<file path="config.mk">
export PLATFORM = sky130hd
export DESIGN_NAME = queue_burst_reader_flat
export DESIGN_NICKNAME = d
export VERILOG_FILES = /design/src/rtl/queue_burst_reader_if.sv /design/src/rtl/queue_burst_reader.sv /design/src/flat_wrapper.sv
export SDC_FILE = /design/constraint.sdc
export NUM_CORES = 1
export LEC_CHECK = 0
export CAP_MARGIN = 30
export CORE_MARGIN = 2
export CORE_UTILIZATION = 49
export CTS_CLUSTER_DIAMETER = 40
export DETAILED_ROUTE_END_ITERATION = 16
export PLACE_DENSITY = 0.76
export REMOVE_ABC_BUFFERS = 1
export SETUP_SLACK_MARGIN = 0.3
export SLEW_MARGIN = 20
export SYNTH_ARGS = -nofsm -noshare
export SYNTH_HDL_FRONTEND = slang
export SYNTH_SLANG_ARGS = --single-unit
</file>
<file path="constraint.sdc">
create_clock -name clk -period 4.3 [get_ports clk]
set_input_delay 0.86 -clock clk [delete_from_list [all_inputs] [get_ports clk]]
set_output_delay 0.86 -clock clk [all_outputs]
set_load 0.02 [all_outputs]
</file>
<file path="src/rtl/queue_burst_reader_if.sv">
// Handshake bundle for queue_burst_reader: start/status, queue read side and
// downstream word stream. The slave modport is the reader itself; the master
// modport is whatever drives it (controller, queue model, sink).
interface queue_burst_reader_if #(
   parameter int WIDTH = 8,
   parameter int LEN_W = 5
);
   logic             start;
   logic [LEN_W-1:0] burst_len;
   logic             busy;
   logic             done;
   logic             q_empty;
   logic             q_dequeue;
   logic [WIDTH-1:0] q_data;
   logic [WIDTH-1:0] out_data;
   logic             out_valid;
   logic             out_ready;

   modport slave (
      input  start, burst_len, q_empty, q_data, out_ready,
      output busy, done, q_dequeue, out_data, out_valid
   );

   modport master (
      output start, burst_len, q_empty, q_data, out_ready,
      input  busy, done, q_dequeue, out_data, out_valid
   );
endinterface

</file>
<file path="src/rtl/queue_burst_reader.sv">
// Burst reader: pops burst_len words from a one-cycle-latency queue and
// streams them downstream through a 2-entry buffer with valid/ready flow
// control. Pops are throttled so buffered plus in-flight words never exceed
// two, which sustains one word per cycle without overflowing the buffer.
module queue_burst_reader #(
   parameter int WIDTH = 8,
   parameter int LEN_W = 5
) (
   input logic                 clk,
   input logic                 rst,
   queue_burst_reader_if.slave bus
);

   typedef enum logic [1:0] {IDLE, RUN, FIN} state_t;

   state_t           r_state;
   state_t           w_state_nxt;
   logic [LEN_W-1:0] r_issue_cnt;
   logic [LEN_W-1:0] r_deliver_cnt;
   logic [WIDTH-1:0] r_buf [2];
   logic [1:0]       r_occ;
   logic             r_inflight;

   logic             w_start_ok;
   logic             w_leave;
   logic             w_deq;
   logic [1:0]       w_fill;
   logic [1:0]       w_occ_after;
   logic [WIDTH-1:0] w_buf0_nxt;
   logic [WIDTH-1:0] w_buf1_nxt;

   assign w_start_ok = (r_state == IDLE) && bus.start;
   assign w_leave    = (r_occ != 2'd0) && bus.out_ready;
   // Words that will sit in the buffer after this edge, before any new pop.
   assign w_fill      = r_occ + {1'b0, r_inflight} - {1'b0, w_leave};
   assign w_occ_after = r_occ - {1'b0, w_leave};

   assign bus.busy      = (r_state != IDLE);
   assign bus.done      = (r_state == FIN);
   assign bus.q_dequeue = w_deq;
   assign bus.out_valid = (r_occ != 2'd0);
   assign bus.out_data  = r_buf[0];

   // State register.
   // NOTE: every clocked process assigns with <= so all registers sample the
   // pre-edge values of each other, independent of process evaluation order.
   always_ff @(posedge clk or negedge rst) begin
      if (!rst) r_state <= IDLE;
      else      r_state <= w_state_nxt;
   end

   // Next-state decode and queue pop strobe.
   // NOTE: defaults come first so that no path leaves an output unassigned,
   // which would otherwise infer a latch.
   always_comb begin
      w_state_nxt = r_state;
      w_deq       = 1'b0;
      unique case (r_state)
         IDLE: begin
            if (bus.start) w_state_nxt = (bus.burst_len != '0) ? RUN : FIN;
         end
         RUN: begin
            w_deq = !bus.q_empty && (r_issue_cnt != '0) && (w_fill < 2'd2);
            if (w_leave && (r_deliver_cnt == LEN_W'(1))) w_state_nxt = FIN;
         end
         FIN:     w_state_nxt = IDLE;
         default: w_state_nxt = IDLE;
      endcase
   end

   // Issue/deliver counters: loaded on accepted start, otherwise decremented
   // per pop and per downstream transfer, saturating at zero.
   always_ff @(posedge clk or negedge rst) begin
      if (!rst) begin
         r_issue_cnt   <= '0;
         r_deliver_cnt <= '0;
      end else if (w_start_ok) begin
         r_issue_cnt   <= bus.burst_len;
         r_deliver_cnt <= bus.burst_len;
      end else begin
         if (w_deq && (r_issue_cnt != '0))       r_issue_cnt   <= r_issue_cnt - 1'b1;
         if (w_leave && (r_deliver_cnt != '0))   r_deliver_cnt <= r_deliver_cnt - 1'b1;
      end
   end

   // Buffer update: head shifts out on transfer, the arriving word lands in
   // the first free slot after the shift so order is preserved.
   always_comb begin
      w_buf0_nxt = w_leave ? r_buf[1] : r_buf[0];
      w_buf1_nxt = r_buf[1];
      if (r_inflight) begin
         if (w_occ_after == 2'd0) w_buf0_nxt = bus.q_data;
         else                     w_buf1_nxt = bus.q_data;
      end
   end

   // Buffer storage, occupancy and in-flight read tracking.
   // NOTE: the two buffer words are reset because out_data is required to
   // read zero during reset; a deeper storage array would normally be left
   // unreset.
   always_ff @(posedge clk or negedge rst) begin
      if (!rst) begin
         r_buf[0]   <= '0;
         r_buf[1]   <= '0;
         r_occ      <= 2'd0;
         r_inflight <= 1'b0;
      end else begin
         r_buf[0]   <= w_buf0_nxt;
         r_buf[1]   <= w_buf1_nxt;
         r_occ      <= w_occ_after + {1'b0, r_inflight};
         r_inflight <= w_deq;
      end
   end

endmodule

</file>
<file path="src/flat_wrapper.sv">
// flat-port wrapper written by rule: the top's interface ports become plain ports
module queue_burst_reader_flat 
#(
   parameter int WIDTH = 8,
   parameter int LEN_W = 5
)
  (clk, rst, bus_start, bus_burst_len, bus_q_empty, bus_q_data, bus_out_ready, bus_busy, bus_done, bus_q_dequeue, bus_out_data, bus_out_valid);
  queue_burst_reader_if #(.WIDTH(WIDTH), .LEN_W(LEN_W)) bus_i ();
  input logic clk;
  input logic rst;
  input wire logic [$bits(bus_i.start)-1:0] bus_start;
  input wire logic [$bits(bus_i.burst_len)-1:0] bus_burst_len;
  input wire logic [$bits(bus_i.q_empty)-1:0] bus_q_empty;
  input wire logic [$bits(bus_i.q_data)-1:0] bus_q_data;
  input wire logic [$bits(bus_i.out_ready)-1:0] bus_out_ready;
  output wire logic [$bits(bus_i.busy)-1:0] bus_busy;
  output wire logic [$bits(bus_i.done)-1:0] bus_done;
  output wire logic [$bits(bus_i.q_dequeue)-1:0] bus_q_dequeue;
  output wire logic [$bits(bus_i.out_data)-1:0] bus_out_data;
  output wire logic [$bits(bus_i.out_valid)-1:0] bus_out_valid;
  assign bus_i.start = bus_start;
  assign bus_i.burst_len = bus_burst_len;
  assign bus_i.q_empty = bus_q_empty;
  assign bus_i.q_data = bus_q_data;
  assign bus_i.out_ready = bus_out_ready;
  assign bus_busy = bus_i.busy;
  assign bus_done = bus_i.done;
  assign bus_q_dequeue = bus_i.q_dequeue;
  assign bus_out_data = bus_i.out_data;
  assign bus_out_valid = bus_i.out_valid;
  queue_burst_reader #(.WIDTH(WIDTH), .LEN_W(LEN_W)) u_core (.clk(clk), .rst(rst), .bus(bus_i));
endmodule
</file>
==> flow_summary.yaml <==
global_route:
  grtUsageMet2: 0.313
  top_usage_layer: "met2"
  grt_util_met1: 0.245
  grt_usage: 0.197
  antenna_found_initial: 0
  grtUsageMet3: 0.0630
  grt_pass1_wl_um: 5380
  grt_pass1_vias: 1228
  grt-ovfl-total: 0
  grt_max_degree: 32
floorplanning:
  ios: 30
  dieArea_um2: 3790
  fp.coreArea_um2: 3100
  die_h_um: 61.6
  num_rows: 20
  start_util: 0.523
  die_w_um: 61.6
route:
  routedWlPerCell_um: 14.1
  drt-vias-per-instance: 5.48
  drt_iter0_markers: 45
  drc: 0
  wirelength_um: 3210
  via_count: 1249
  ant_nets: 0
  dr.pass1.iters: 4
synthesis:
  synth_compound_area_frac: 0.142
  postSynthCellCount: 155
  ys_types: 44
  synth-seq-cells: 31
  synth_area_per_cell_um2: 10.5
  synth_top_family_by_area: "simple AND/OR/NAND/NOR gates"
  yosysTopAreaCellShare: 0.478
  ys_warn_count: 0
  muxShareOfSynthArea: 0.112
  synth_fa_ha_area_frac: 0.0308
  synth-seq-area-share: 0.478
  netlist.top_cell.by_area: "dfrtp_1"
  synth.area.top_cells: "dfrtp_1, mux2_2, mux2i_1"
  synthArstFlopShare: 1.00
  synthFlopType: "dfrtp_1"
  synth-edff-count: 0
  synthXorXnorAreaFrac: 0.0162
  synth_simple_gate_area_frac: 0.153
  syn_area_um2: 1620
place:
  place_ws_ps: 201
  dp.cells: 220
  gp_congestion: 1.00
  io_buffer_count: 29
  hpwlAfterDp_um: 2380
clock_network:
  cts.path.max_buffers: 2
  cts_hold_buffers: 0
  post_cts_buffers: 0
  numCtsBuffers: 5
  worst_skew_pair.late_latency_ps: 340
  clkTransAtPathRegs_ps: 100
  cts_root_buf: "clkbuf_4"
  cts_tree: "done"
  cts-htree-levels: 2
  cts_sinks: 31
critical_path:
  worstSetupPathType: "in2out"
  reg2regPathDepth: 6
  required_ps: 3440
  cp.arrival_ps: 2960
  r2r_setup_slack_ps: 2330
  cp_slowest_cell: "clkdlybuf4s50_1"
  rr_startpoint: "u_core.r_issue_cnt[0]"
  path_max_fanout: 9
  r2r-end: "u_core.r_issue_cnt[2]"
  start_kind: "input pin"
  end_kind: "output pin"
  crit_path_cell_trace: "clkdlybuf4s50_1 > nor2b_2 > a21o_1 > ha_1 > nor3_2 > or3_1 > inv_1 > dlygate4sd2_1"
  slowest_delay_ps: 460
pwr:
  p_seq_frac: 0.375
  internal_power_mw: 0.903
  p_leak_nw: 0.869
  swShare: 0.378
  power_switching_mw: 0.549
  p_per_area_nw_per_um2: 725
  clkPwrFrac: 0.167
  vdd_drop_max_v: 0.000445
  p_comb_frac: 0.458
worst_hold_path:
  worstHoldEndpoint: "u_core.r_buf[0]"
  min_from: "u_core.r_buf[0]"
  hp-class: "reg2reg"
  whs_path_depth: 1
sta:
  slew_violations: 0
  skew_ps: 3.93
  setup_tns_ps: 0
  whs_ps: 515
  fin_ws_ps: 477
  rsz0062_at_grt: "no"
  post-route-period-util: 0.889
  hold_viol: 0
  finalSetupViolations: 0
  relSlewSlack: 0.652
  timing.fmax_mhz: 262
  period_needed_ps: 3820
  tightest_slew_ps: 514
run:
  cap_violations: 0
layout:
  drive_above_1_share: 0.152
  finalNonFillerCells: 228
  syn_to_final_growth_pct: 23.4
  nets: 205
  diodes: 0
status:
  outcome: "finished clean"
power groups by stage:
stage | clock (mW) | sequential (mW) | combinational, mW
6_report | 0.242 | 0.545 | 0.665
5_1_grt | 0.261 | 0.567 | 0.740
4_1_cts | 0.247 | 0.543 | 0.670
3_5_place_dp | 0 | 0.548 | 0.671
3_3_place_gp | 0 | 0.538 | 0.648
2_1_floorplan | 0 | 0.570 | 0.405
layer usage:
layer	up-vias	routed length, µm
met2	37	1570
met1	597	1420
met3	7	156
li1	608	-
met4	0	68
met5	-	0
layout by cell type, fill, tap and decap left out, types with 2 or more instances in the layout:
cell,n
dfrtp_1,31
clkdlybuf4s50_1,28
nand2_1,14
o21ai_0,10
mux2_2,9
inv_1,8
mux2i_1,8
nor2_1,7
clkbuf_4,5
a21oi_1,4
ha_1,4
nor2b_1,3
or3_1,3
nor3_1,3
nor4_1,3
xnor2_1,3
buf_4,3
nor3b_1,2
o21ai_1,2
or2_2,2
o211ai_1,2
a31oi_1,2
nand4_1,2
sequential cells by signal (all words and copies together), names as in the netlist:
register              flops
u_core.bus.out_data       8
u_core.r_buf              8
u_core.r_deliver_cnt      5
u_core.r_inflight         1
u_core.r_issue_cnt        5
u_core.r_occ              2
u_core.r_state            2
what timing repair did:
item | 4_1_cts | 5_1_grt
gates resized for setup | 2 | 0
hold endpoints to repair | 0 | 0
setup endpoints to repair | 1 | 0
layout make-up:
class	count	area [µm²]
Clock buffer	6	51.3
Inverter	9	33.8
Fill cell	282	1100
Clock inverter	2	35.0
Tap cell	44	55.1
Multi-Input combinational cell	104	739
Sequential cell	31	776
Timing Repair Buffer	32	312
worst max-delay path: cells and delay by family:
kind / cells / cell delay (ps)
compound gates: 1 / 180
fa+ha+maj: 1 / 210
buf+inv: 3 / 850
simple gates: 3 / 870
worst max-delay path by stage:
stage / start / endpoint / slack, ps
floorplan: bus_out_ready / bus_q_dequeue / 1330
global placement: bus_out_ready / bus_q_dequeue / 270
detailed placement: bus_out_ready / bus_q_dequeue / 200
CTS: bus_out_ready / bus_q_dequeue / 490
global route: bus_out_ready / bus_q_dequeue / 320
finish: bus_out_ready / bus_q_dequeue / 480
cells in the mapped netlist, types with 2 or more instances:
| library cell | count |
|---|---|
| dfrtp_1 | 31 |
| a21oi_1 | 4 |
| xnor2_1 | 3 |
| nor3_1 | 3 |
| nor4_1 | 3 |
| nor2_1 | 7 |
| or2_2 | 2 |
| nor3b_1 | 2 |
| mux2_2 | 9 |
| ha_1 | 4 |
| buf_4 | 9 |
| nand2_1 | 14 |
| or3_1 | 3 |
| o211ai_1 | 2 |
| inv_1 | 8 |
| mux2i_1 | 8 |
| nor2b_1 | 4 |
| nand4_1 | 2 |
| a31oi_1 | 2 |
| o21ai_0 | 11 |
kinds of logic after synthesis:
logic type      Yosys count
compound gates           33
xor+xnor                  3
fa+ha+maj                 4
buf+inv                  20
flops                    31
mux                      17
simple gates             47
stage by stage:
stage / util / total power, mW / area, µm²
floorplan: - / 0.974 / 1550
global placement: 0.617 / 1.19 / 1910
detailed placement: 0.617 / 1.22 / 1910
finish: 0.645 / 1.45 / 2000
CTS: 0.645 / 1.46 / 2000
global route: 0.645 / 1.57 / 2000
Power figures use the tool's default switching activity.
